**src/rtl/semaphore_monitor_if.sv**
```systemverilog
// Lamp, tick and acknowledge inputs plus the fault/phase status outputs of the semaphore monitor.
// The master side is the light controller (or bench); the monitor is the slave.
interface semaphore_monitor_if;
    logic       clk_seconds;
    logic       green1;
    logic       yellow1;
    logic       red1;
    logic       green2;
    logic       yellow2;
    logic       red2;
    logic       fault_ack;
    logic       fault;
    logic [2:0] fault_code;
    logic [1:0] phase;
    logic [7:0] phase_secs;
    logic       flash_yellow;

    modport master (
        output clk_seconds, green1, yellow1, red1, green2, yellow2, red2, fault_ack,
        input  fault, fault_code, phase, phase_secs, flash_yellow
    );

    modport slave (
        input  clk_seconds, green1, yellow1, red1, green2, yellow2, red2, fault_ack,
        output fault, fault_code, phase, phase_secs, flash_yellow
    );
endinterface

```
**src/rtl/semaphore_monitor.sv**
```systemverilog
// Safety monitor for a two-way semaphore: checks lamp patterns, phase order and dwell times,
// latches the first fault with a code and requests a flashing-yellow fail-safe.
module semaphore_monitor #(
    parameter int GREEN_SECS  = 30,
    parameter int YELLOW_SECS = 3,
    parameter int TOL_SECS    = 1
) (
    input  logic                 clk,
    input  logic                 rst,
    semaphore_monitor_if.slave   bus
);
    typedef enum logic [2:0] {
        ST_INIT  = 3'd0,
        ST_YEL   = 3'd1,
        ST_GRN1  = 3'd2,
        ST_GRN2  = 3'd3,
        ST_FAULT = 3'd4
    } state_e;

    // Pattern codes 0..3 deliberately match the phase encoding and tracking state codes.
    typedef enum logic [2:0] {
        PAT_OFF = 3'd0,
        PAT_Y   = 3'd1,
        PAT_G1  = 3'd2,
        PAT_G2  = 3'd3,
        PAT_ILL = 3'd4
    } pat_e;

    typedef enum logic [1:0] {
        LG_NONE = 2'd0,
        LG_G1   = 2'd1,
        LG_G2   = 2'd2
    } last_e;

    localparam int GRN_MIN = GREEN_SECS - TOL_SECS;
    localparam int GRN_MAX = GREEN_SECS + TOL_SECS;
    localparam int YEL_MIN = YELLOW_SECS - TOL_SECS;
    localparam int YEL_MAX = YELLOW_SECS + TOL_SECS;

    localparam logic [2:0] CODE_NONE     = 3'd0;
    localparam logic [2:0] CODE_ILLEGAL  = 3'd1;
    localparam logic [2:0] CODE_SEQUENCE = 3'd2;
    localparam logic [2:0] CODE_SHORT    = 3'd3;
    localparam logic [2:0] CODE_LONG     = 3'd4;

    state_e      state_q, state_d;
    last_e       last_green_q, last_green_d;
    logic        first_q, first_d;
    logic [1:0]  phase_q, phase_d;
    logic [7:0]  phase_secs_q, phase_secs_d;
    logic        fault_q, fault_d;
    logic [2:0]  fault_code_q, fault_code_d;
    logic        flash_q, flash_d;

    logic [5:0]  lamps_s;
    pat_e        pat_s;
    pat_e        cur_pat_s;
    int          dwell_min_s;
    int          dwell_max_s;
    logic        order_ok_s;
    logic [8:0]  secs_inc_s;
    logic [7:0]  secs_sat_s;
    logic        short_s;
    logic        long_s;
    logic [2:0]  raise_s;

    assign lamps_s    = {bus.green1, bus.yellow1, bus.red1, bus.green2, bus.yellow2, bus.red2};
    assign secs_inc_s = {1'b0, phase_secs_q} + 9'd1;
    assign secs_sat_s = secs_inc_s[8] ? 8'hFF : secs_inc_s[7:0];
    assign short_s    = (int'(phase_secs_q) < dwell_min_s);
    assign long_s     = (int'(secs_inc_s) > dwell_max_s);

    // Decode the six lamps into one of the four legal patterns or ILLEGAL.
    always_comb begin
        pat_s = PAT_ILL;
        case (lamps_s)
            6'b000000: pat_s = PAT_OFF;
            6'b010010: pat_s = PAT_Y;
            6'b100001: pat_s = PAT_G1;
            6'b001100: pat_s = PAT_G2;
            default:   pat_s = PAT_ILL;
        endcase
    end

    // Per-state expected pattern, dwell window and allowed successor pattern.
    always_comb begin
        cur_pat_s   = PAT_OFF;
        dwell_min_s = GRN_MIN;
        dwell_max_s = GRN_MAX;
        order_ok_s  = 1'b0;
        case (state_q)
            ST_INIT: begin
                cur_pat_s  = PAT_OFF;
                order_ok_s = (pat_s == PAT_Y) || (pat_s == PAT_G1) || (pat_s == PAT_G2);
            end
            ST_YEL: begin
                cur_pat_s   = PAT_Y;
                dwell_min_s = YEL_MIN;
                dwell_max_s = YEL_MAX;
                order_ok_s  = ((pat_s == PAT_G1) && (last_green_q != LG_G1)) ||
                              ((pat_s == PAT_G2) && (last_green_q != LG_G2));
            end
            ST_GRN1: begin
                cur_pat_s  = PAT_G1;
                order_ok_s = (pat_s == PAT_Y);
            end
            ST_GRN2: begin
                cur_pat_s  = PAT_G2;
                order_ok_s = (pat_s == PAT_Y);
            end
            default: begin
                cur_pat_s  = PAT_OFF;
                order_ok_s = 1'b0;
            end
        endcase
    end

    // Next-state logic: phase tracking, fault detection by priority, fault hold and acknowledge.
    always_comb begin
        state_d      = state_q;
        last_green_d = last_green_q;
        first_d      = first_q;
        phase_d      = phase_q;
        phase_secs_d = phase_secs_q;
        fault_d      = fault_q;
        fault_code_d = fault_code_q;
        flash_d      = flash_q;
        raise_s      = CODE_NONE;
        case (state_q)
            ST_FAULT: begin
                if (bus.fault_ack) begin
                    state_d      = ST_INIT;
                    last_green_d = LG_NONE;
                    first_d      = 1'b0;
                    phase_d      = 2'd0;
                    phase_secs_d = 8'd0;
                    fault_d      = 1'b0;
                    fault_code_d = CODE_NONE;
                    flash_d      = 1'b0;
                end else if (bus.clk_seconds) begin
                    flash_d = ~flash_q;
                end else begin
                    flash_d = flash_q;
                end
            end
            default: begin
                if (pat_s == PAT_ILL) begin
                    raise_s = CODE_ILLEGAL;
                end else if (pat_s != cur_pat_s) begin
                    if (!order_ok_s) begin
                        raise_s = CODE_SEQUENCE;
                    end else if ((state_q != ST_INIT) && !first_q && short_s) begin
                        raise_s = CODE_SHORT;
                    end else begin
                        state_d      = state_e'({1'b0, pat_s[1:0]});
                        phase_d      = pat_s[1:0];
                        phase_secs_d = bus.clk_seconds ? 8'd1 : 8'd0;
                        first_d      = (state_q == ST_INIT);
                        if (pat_s == PAT_G1) begin
                            last_green_d = LG_G1;
                        end else if (pat_s == PAT_G2) begin
                            last_green_d = LG_G2;
                        end else begin
                            last_green_d = last_green_q;
                        end
                    end
                end else if (bus.clk_seconds) begin
                    // Overrun is flagged on the tick itself; the dwell shown stays at its last value.
                    if ((state_q != ST_INIT) && long_s) begin
                        raise_s = CODE_LONG;
                    end else begin
                        phase_secs_d = secs_sat_s;
                    end
                end else begin
                    phase_secs_d = phase_secs_q;
                end

                if (raise_s != CODE_NONE) begin
                    state_d      = ST_FAULT;
                    phase_d      = phase_q;
                    phase_secs_d = phase_secs_q;
                    fault_d      = 1'b1;
                    fault_code_d = raise_s;
                end else begin
                    fault_d = fault_q;
                end
            end
        endcase
    end

    // State and output registers with asynchronous active-low reset.
    always_ff @(posedge clk or negedge rst) begin
        if (!rst) begin
            state_q      <= ST_INIT;
            last_green_q <= LG_NONE;
            first_q      <= 1'b0;
            phase_q      <= 2'd0;
            phase_secs_q <= 8'd0;
            fault_q      <= 1'b0;
            fault_code_q <= 3'd0;
            flash_q      <= 1'b0;
        end else begin
            state_q      <= state_d;
            last_green_q <= last_green_d;
            first_q      <= first_d;
            phase_q      <= phase_d;
            phase_secs_q <= phase_secs_d;
            fault_q      <= fault_d;
            fault_code_q <= fault_code_d;
            flash_q      <= flash_d;
        end
    end

    assign bus.fault        = fault_q;
    assign bus.fault_code   = fault_code_q;
    assign bus.phase        = phase_q;
    assign bus.phase_secs   = phase_secs_q;
    assign bus.flash_yellow = flash_q;
endmodule

```
**src/flat_wrapper.sv**
```systemverilog
// flat-port wrapper written by rule: the top's interface ports become plain ports
module semaphore_monitor_flat 
#(
    parameter int GREEN_SECS  = 30,
    parameter int YELLOW_SECS = 3,
    parameter int TOL_SECS    = 1
)
  (clk, rst, bus_clk_seconds, bus_green1, bus_yellow1, bus_red1, bus_green2, bus_yellow2, bus_red2, bus_fault_ack, bus_fault, bus_fault_code, bus_phase, bus_phase_secs, bus_flash_yellow);
  semaphore_monitor_if bus_i ();
  input  logic clk;
  input  logic rst;
  input wire logic [$bits(bus_i.clk_seconds)-1:0] bus_clk_seconds;
  input wire logic [$bits(bus_i.green1)-1:0] bus_green1;
  input wire logic [$bits(bus_i.yellow1)-1:0] bus_yellow1;
  input wire logic [$bits(bus_i.red1)-1:0] bus_red1;
  input wire logic [$bits(bus_i.green2)-1:0] bus_green2;
  input wire logic [$bits(bus_i.yellow2)-1:0] bus_yellow2;
  input wire logic [$bits(bus_i.red2)-1:0] bus_red2;
  input wire logic [$bits(bus_i.fault_ack)-1:0] bus_fault_ack;
  output wire logic [$bits(bus_i.fault)-1:0] bus_fault;
  output wire logic [$bits(bus_i.fault_code)-1:0] bus_fault_code;
  output wire logic [$bits(bus_i.phase)-1:0] bus_phase;
  output wire logic [$bits(bus_i.phase_secs)-1:0] bus_phase_secs;
  output wire logic [$bits(bus_i.flash_yellow)-1:0] bus_flash_yellow;
  assign bus_i.clk_seconds = bus_clk_seconds;
  assign bus_i.green1 = bus_green1;
  assign bus_i.yellow1 = bus_yellow1;
  assign bus_i.red1 = bus_red1;
  assign bus_i.green2 = bus_green2;
  assign bus_i.yellow2 = bus_yellow2;
  assign bus_i.red2 = bus_red2;
  assign bus_i.fault_ack = bus_fault_ack;
  assign bus_fault = bus_i.fault;
  assign bus_fault_code = bus_i.fault_code;
  assign bus_phase = bus_i.phase;
  assign bus_phase_secs = bus_i.phase_secs;
  assign bus_flash_yellow = bus_i.flash_yellow;
  semaphore_monitor #(.GREEN_SECS(GREEN_SECS), .YELLOW_SECS(YELLOW_SECS), .TOL_SECS(TOL_SECS)) u_core (.clk(clk), .rst(rst), .bus(bus_i));
endmodule
```
**config.mk**
```make
export PLATFORM = sky130hd
export DESIGN_NAME = semaphore_monitor_flat
export DESIGN_NICKNAME = d
export VERILOG_FILES = /design/src/rtl/semaphore_monitor_if.sv /design/src/rtl/semaphore_monitor.sv /design/src/flat_wrapper.sv
export SDC_FILE = /design/constraint.sdc
export NUM_CORES = 1
export LEC_CHECK = 0
export ABC_AREA = 1
export BUFFER_PORTS_ARGS = -buffer_cell sky130_fd_sc_hd__clkbuf_2
export CAP_MARGIN = 20
export CORE_MARGIN = 5
export CORE_UTILIZATION = 45
export DETAILED_ROUTE_END_ITERATION = 8
export PLACE_DENSITY_LB_ADDON = 0.05
export REMOVE_ABC_BUFFERS = 1
export SYNTH_ARGS = -nofsm -noshare
export SYNTH_HDL_FRONTEND = slang
export SYNTH_SLANG_ARGS = --single-unit
```
**constraint.sdc**
```tcl
create_clock -name clk -period 5.55 [get_ports clk]
set_clock_uncertainty 0.2 [all_clocks]
set_input_delay 0.8325 -clock clk [delete_from_list [all_inputs] [get_ports clk]]
set_output_delay 0.8325 -clock clk [all_outputs]
set_load 0.02 [all_outputs]
```
After elaboration in Yosys (flattened, before gate mapping):

Index checks and enable logic that the tools add are counted.

* register bits after elaboration: 21
* input bits: 10
* output and inout bits: 15
* word-level logic and storage cells: 120

* add/subtract/negate cells: 1
* order comparisons: 2
* equality and inequality tests: 23
* multiplexer cells: 56
* bitwise operators: 1
* reduce and logical (&&, ||, !) cells: 29

Operators by type and width (number)
* $mux W8: 10
* $mux W3: 15
* $mux W2: 15
* $reduce_bool A3 Y1: 6
* $eq A3 B2 Y1 const B: 4
* $pmux W3 S4: 1
* $reduce_and A6 Y1: 2
* $mux W1: 11
* $mux W5: 2
* $ne A2 B2 Y1 const B: 5
* $reduce_and A5 Y1: 2
* $add A8 B1 Y9 const B: 1
* $gt A9 B5 Y1: 1
* $ne A3 B3 Y1 const B: 3
* $lt A8 B5 Y1: 1
* $reduce_bool A2 Y1: 4
* $reduce_and A7 Y1: 1
* $eq A3 B1 Y1 const B: 2
* $eq A3 B3 Y1 const B: 2
* $eq A6 B4 Y1 const B: 1
* $eq A6 B5 Y1 const B: 1
* $eq A6 B6 Y1 const B: 1
* $logic_not A6 Y1: 1
* $ne A3 B2 Y1 const B: 2
* other kinds (11): 18

Depth between registers and ports, before layout:

* depth in word-level cells: 13
* mapped depth: 21
* depth with buffers taken out: 20

Worst setup path after synthesis:

Ideal clock, no wire load.

* path type: reg-to-reg
* start point: reg u_core.phase_secs_q[0], in the netlist u_core.bus.phase_secs[0]
* end point: reg u_core.phase_secs_q[3], in the netlist u_core.bus.phase_secs[3]
* setup time: 0.123 ns
* arrival: 2.202 ns
* required time: 5.227 ns
* setup slack: 3.025 ns
* cell stages (with the launch flop): 20
* path buffers: 1
* clock period less this slack: 2.525 ns
* cell sequence: dfrtp_1 > ha_1 > nand2_1 > inv_1 > nand2_1 > xor2_1 > inv_1 > ha_1 > nand2_1 > nor2_1 > nand3_1 > nand2_1 > nand2_1 > nand2_1 > nand2_1 > nand2_4 > nand2_4 > buf_12 > nand2_2 > o21ai_2

* cells in the longest elaborated chain, start to end: 11
* elaborated cells between the ends (all ways): 24
* classes of those cells: add/sub: 1; order compare: 2; eq/ne: 3; mux: 14; reduce/logical: 4

Ends and longest elaborated chain
* start: declaration: RTL line semaphore_monitor.sv:50 `logic [7:0] phase_secs_q, phase_secs_d;`
* start signal: assignment: RTL line semaphore_monitor.sv:207 `phase_secs_q <= phase_secs_d;`
* $add A8 B1 Y9: RTL line semaphore_monitor.sv:68 `assign secs_inc_s = {1'b0, phase_secs_q} + 9'd1;`
* $gt A9 B5 Y1: RTL line semaphore_monitor.sv:71 `assign long_s = (int'(secs_inc_s) > dwell_max_s);`
* $logic_and A1 B1 Y1: RTL line semaphore_monitor.sv:169 `if ((state_q != ST_INIT) && long_s) begin`
* $mux W3: RTL line semaphore_monitor.sv:169
* $mux W3: RTL line semaphore_monitor.sv:167 `end else if (bus.clk_seconds) begin`
* $mux W3: RTL line semaphore_monitor.sv:149 `end else if (pat_s != cur_pat_s) begin`
* $mux W3: RTL line semaphore_monitor.sv:147 `if (pat_s == PAT_ILL) begin`
* $mux W3: RTL line semaphore_monitor.sv:129 `case (state_q)`
* $reduce_bool A3 Y1: RTL line semaphore_monitor.sv:178 `if (raise_s != CODE_NONE) begin`
* $ne A2 B2 Y1 (no source line)
* $reduce_and A7 Y1 (no source line)

Several ways; a longest one is shown, not always the timed one. The select of a mux whose other input is x is not followed.
A chain may end at the register's enable or synchronous reset.

Final worst setup path:

* start point: reg u_core.state_q[2]
* end point: reg u_core.last_green_q[1]

* cells in the longest elaborated chain, start to end: 6
* elaborated cells between the ends (all ways): 22
* classes of those cells: order compare: 1; eq/ne: 8; mux: 4; reduce/logical: 9

Ends and longest elaborated chain
* start: declaration: RTL line semaphore_monitor.sv:46 `state_e state_q, state_d;`
* start signal: assignment: RTL line semaphore_monitor.sv:203 `state_q <= state_d;`
* $eq A3 B1 Y1: RTL line semaphore_monitor.sv:91 `case (state_q)`
* $mux W5: RTL line semaphore_monitor.sv:91
* $lt A8 B5 Y1: RTL line semaphore_monitor.sv:70 `assign short_s = (int'(phase_secs_q) < dwell_min_s);`
* $logic_and A1 B1 Y1: RTL line semaphore_monitor.sv:152 `end else if ((state_q != ST_INIT) && !first_q && short_s) begin`
* $ne A2 B2 Y1 (no source line)
* $reduce_and A6 Y1 (no source line)
* end signal: assignment: RTL line semaphore_monitor.sv:204 `last_green_q <= last_green_d;`
* end: declaration: RTL line semaphore_monitor.sv:47 `last_e last_green_q, last_green_d;`

Several ways; a longest one is shown, not always the timed one.

==> metrics.csv <==
metric,value,unit
viasPerCell,4.70,
regArea,526,µm²
vdd_drop_max,0.175,mV
synth_cell_types,28,
slew_headroom,59.3,%
r2r-end,u_core.last_green_q[1],
grt_max_degree,22,
cts.sinks,21,
insertion_delay,0.26,ns
die-area,4960,µm²
post_cts_buffers,0,
holdCritPathClass,reg -> reg,
post-route-min-period,2.88,ns
rsz0062_at_grt,false,
period_share,51.8,%
yosysSeqAreaShare,32.0,%
wl_met3,109,µm
cap_violations,0,
grt_pass1_wl,6190,µm
synth.avg_cell_area,7.68,µm²
rrSetupSlack,2.67,ns
whs,0.285,ns
timing.rr.start,u_core.state_q[2],
worstSetupStartpointType,flip-flop,
wl_met2,1640,µm
core,3610,µm²
drive_above_1_share,24.9,%
drt_first_pass_iters,4,
die_w,70.4,µm
p_per_area,260,nW/µm²
status,"complete, no violations",
finalSetupViolations,0,
cts_max_path_buffers,2,
max_freq,348,MHz
yosysWarnings,0,
row_count,22,
grt-ovfl-total,0,
routedWlPerCell,11.6,µm
critPathCaptureType,flip-flop,
slew_viol_final,0,
route.detailed.drc,0,
fillers,363,
cts_made_buffers,3,
critPathMaxFanout,8,
routabilityCongestion,0.791,
arrival,2.83,ns
nets,262,
root_buffer,clkbuf_8,
multi_input_area,976,µm²
postCtsHoldBufs,0,
cp-startpoint,u_core.state_q[2],
grt_pass1_vias,1352,
areaGrowthSynthToFinish,12.6,%
dp_hpwl,2660,µm
htreeDepth,1,
crit_path_end,u_core.last_green_q[1],
fin_setup_tns,0,ns
drtIter0Drc,56,
worst_slew_pin_slew,0.605,ns
track_usage,15.6,%
timing.final.hold_violations,0,
antenna_found_initial,0,
start_util,45.6,%
leakagePower,1.01,nW
top_layer,met4,
io_buffers,24,
critPathKind,reg -> reg,
synth_seq_cells,21,
ff2ff_path_depth,14,
cts_tree,yes,
path_clk_slew,0.08,ns
via_count,1359,
diodes,0,
wl,3360,µm
die_h,70.4,µm
synthCells,214,
cp_data_required_time,5.50,ns
pin_count,25,
syn_area,1640,µm²
drtAntennaViolNets,0,
wl_met1,1560,µm
ctsResizeCount,0,
==> cell type report <==
type                            count  area share (%)
Clock buffer                        3            2.23
Clock inverter                      1           0.271
Timing Repair Buffer               24            6.50
Sequential cell                    21            28.4
Multi-Input combinational cell    161            52.8
Inverter                           31            6.56
Tap cell                           48            3.25
==> worst max-delay path, cell delays in order (launching register included) <==
cell,delay (ns)
dfrtp_1,0.40
inv_1,0.10
nand2_1,0.07
nor2_1,0.44
inv_1,0.17
ha_1,0.31
a21oi_1,0.06
o21ai_0,0.16
nand2_1,0.09
nand2_1,0.07
nand2_1,0.15
nand2_1,0.17
nand3_1,0.18
nand3_1,0.11
o21ai_0,0.08
==> worst min path at each step <==
| stage | startpoint | endpoint | slack [ns] | cells after the start |
|---|---|---|---|---|
| 5_1_grt | u_core.bus.fault_code[2] | u_core.bus.fault_code[2] | 0.33 | 2 |
| 3_5_place_dp | u_core.bus.phase[1] | u_core.bus.phase[1] | 0.27 | 2 |
| 2_1_floorplan | u_core.first_q | u_core.first_q | 0.25 | 2 |
| 3_3_place_gp | u_core.bus.phase[0] | u_core.bus.phase[0] | 0.27 | 2 |
| 4_1_cts | u_core.bus.phase[1] | u_core.bus.phase[1] | 0.29 | 2 |
| 6_report | u_core.bus.fault | u_core.bus.fault | 0.28 | 2 |
==> metrics by stage <==
step / total power [mW] / worst slack (ns) / cells / util (%) / area (µm²)
global placement: 0.381 / 2.77 / 285 / 50.0 / 1800
finish: 0.480 / 2.67 / 289 / 51.3 / 1850
CTS: 0.489 / 2.65 / 289 / 51.3 / 1850
detailed placement: 0.381 / 2.67 / 285 / 50.0 / 1800
global route: 0.520 / 2.33 / 289 / 51.3 / 1850
floorplan: 0.326 / 3.07 / 213 / - / 1620
==> routing by layer <==
metal | global-route usage [%] | vias to the layer above
li1 | - | 743
met1 | 19.8 | 593
met2 | 25.8 | 18
met3 | 3.45 | 5
met4 | 5.32 | 0
met5 | 0 | -
==> power breakdown <==
part / leakage [nW] / switching [mW] / total, mW / internal, mW
clock: 0.0255 / 0.0531 / 0.103 / 0.0502
combinational: 0.700 / 0.134 / 0.188 / 0.0544
sequential: 0.282 / 0.0160 / 0.189 / 0.173
==> placed cells by master (no fill, tap or decap), types with 2 or more instances in the layout <==
cell type and n:
nand2_4 3, nand2_2 3, nor3_1 2, o21ai_2 8, a21oi_1 5, inv_1 27, nand3_4 3, nand4_1 3
clkbuf_2 24, nor2_1 14, nand2_1 65, dfrtp_1 21, o21ai_0 12, nand3_1 19, inv_2 2, nor2_4 4
inv_4 2, clkbuf_8 3, ha_1 10
==> sequential cells by signal (all words and copies together) (netlist names) <==
register,cells
u_core.bus.phase_secs,8
u_core.bus.fault_code,3
u_core.state_q,3
u_core.bus.phase,2
u_core.last_green_q,2
u_core.bus.fault,1
u_core.bus.flash_yellow,1
u_core.first_q,1
==> logic make-up after synthesis <==
group | synth area share (%)
simple gates | 38.2
fa+ha+maj | 7.62
flops | 32.0
buf+inv | 8.61
compound gates | 10.9
xor+xnor | 2.06
mux | 0.685
==> cell usage after synthesis <==
master / instances / area (µm²)
a21oi_1: 5 / 25.0
a21oi_4: 1 / 16.3
buf_12: 1 / 20.0
dfrtp_1: 21 / 526
ha_1: 10 / 125
inv_1: 27 / 101
inv_2: 2 / 7.51
inv_4: 2 / 12.5
mux2_2: 1 / 11.3
nand2_1: 65 / 244
nand2_2: 3 / 18.8
nand2_4: 3 / 33.8
nand2_8: 1 / 20.0
nand3_1: 19 / 95.1
nand3_2: 1 / 10.0
nand3_4: 3 / 52.6
nand4_1: 3 / 18.8
nor2_1: 14 / 52.6
nor2_4: 4 / 45.0
nor2_8: 1 / 20.0
nor3_1: 2 / 10.0
o211ai_1: 1 / 7.51
o21ai_0: 12 / 60.1
o21ai_2: 8 / 70.1
or2_2: 1 / 6.26
xnor2_1: 1 / 8.76
xor2_1: 1 / 8.76
xor2_2: 1 / 16.3
Power figures use the tool's default switching activity.
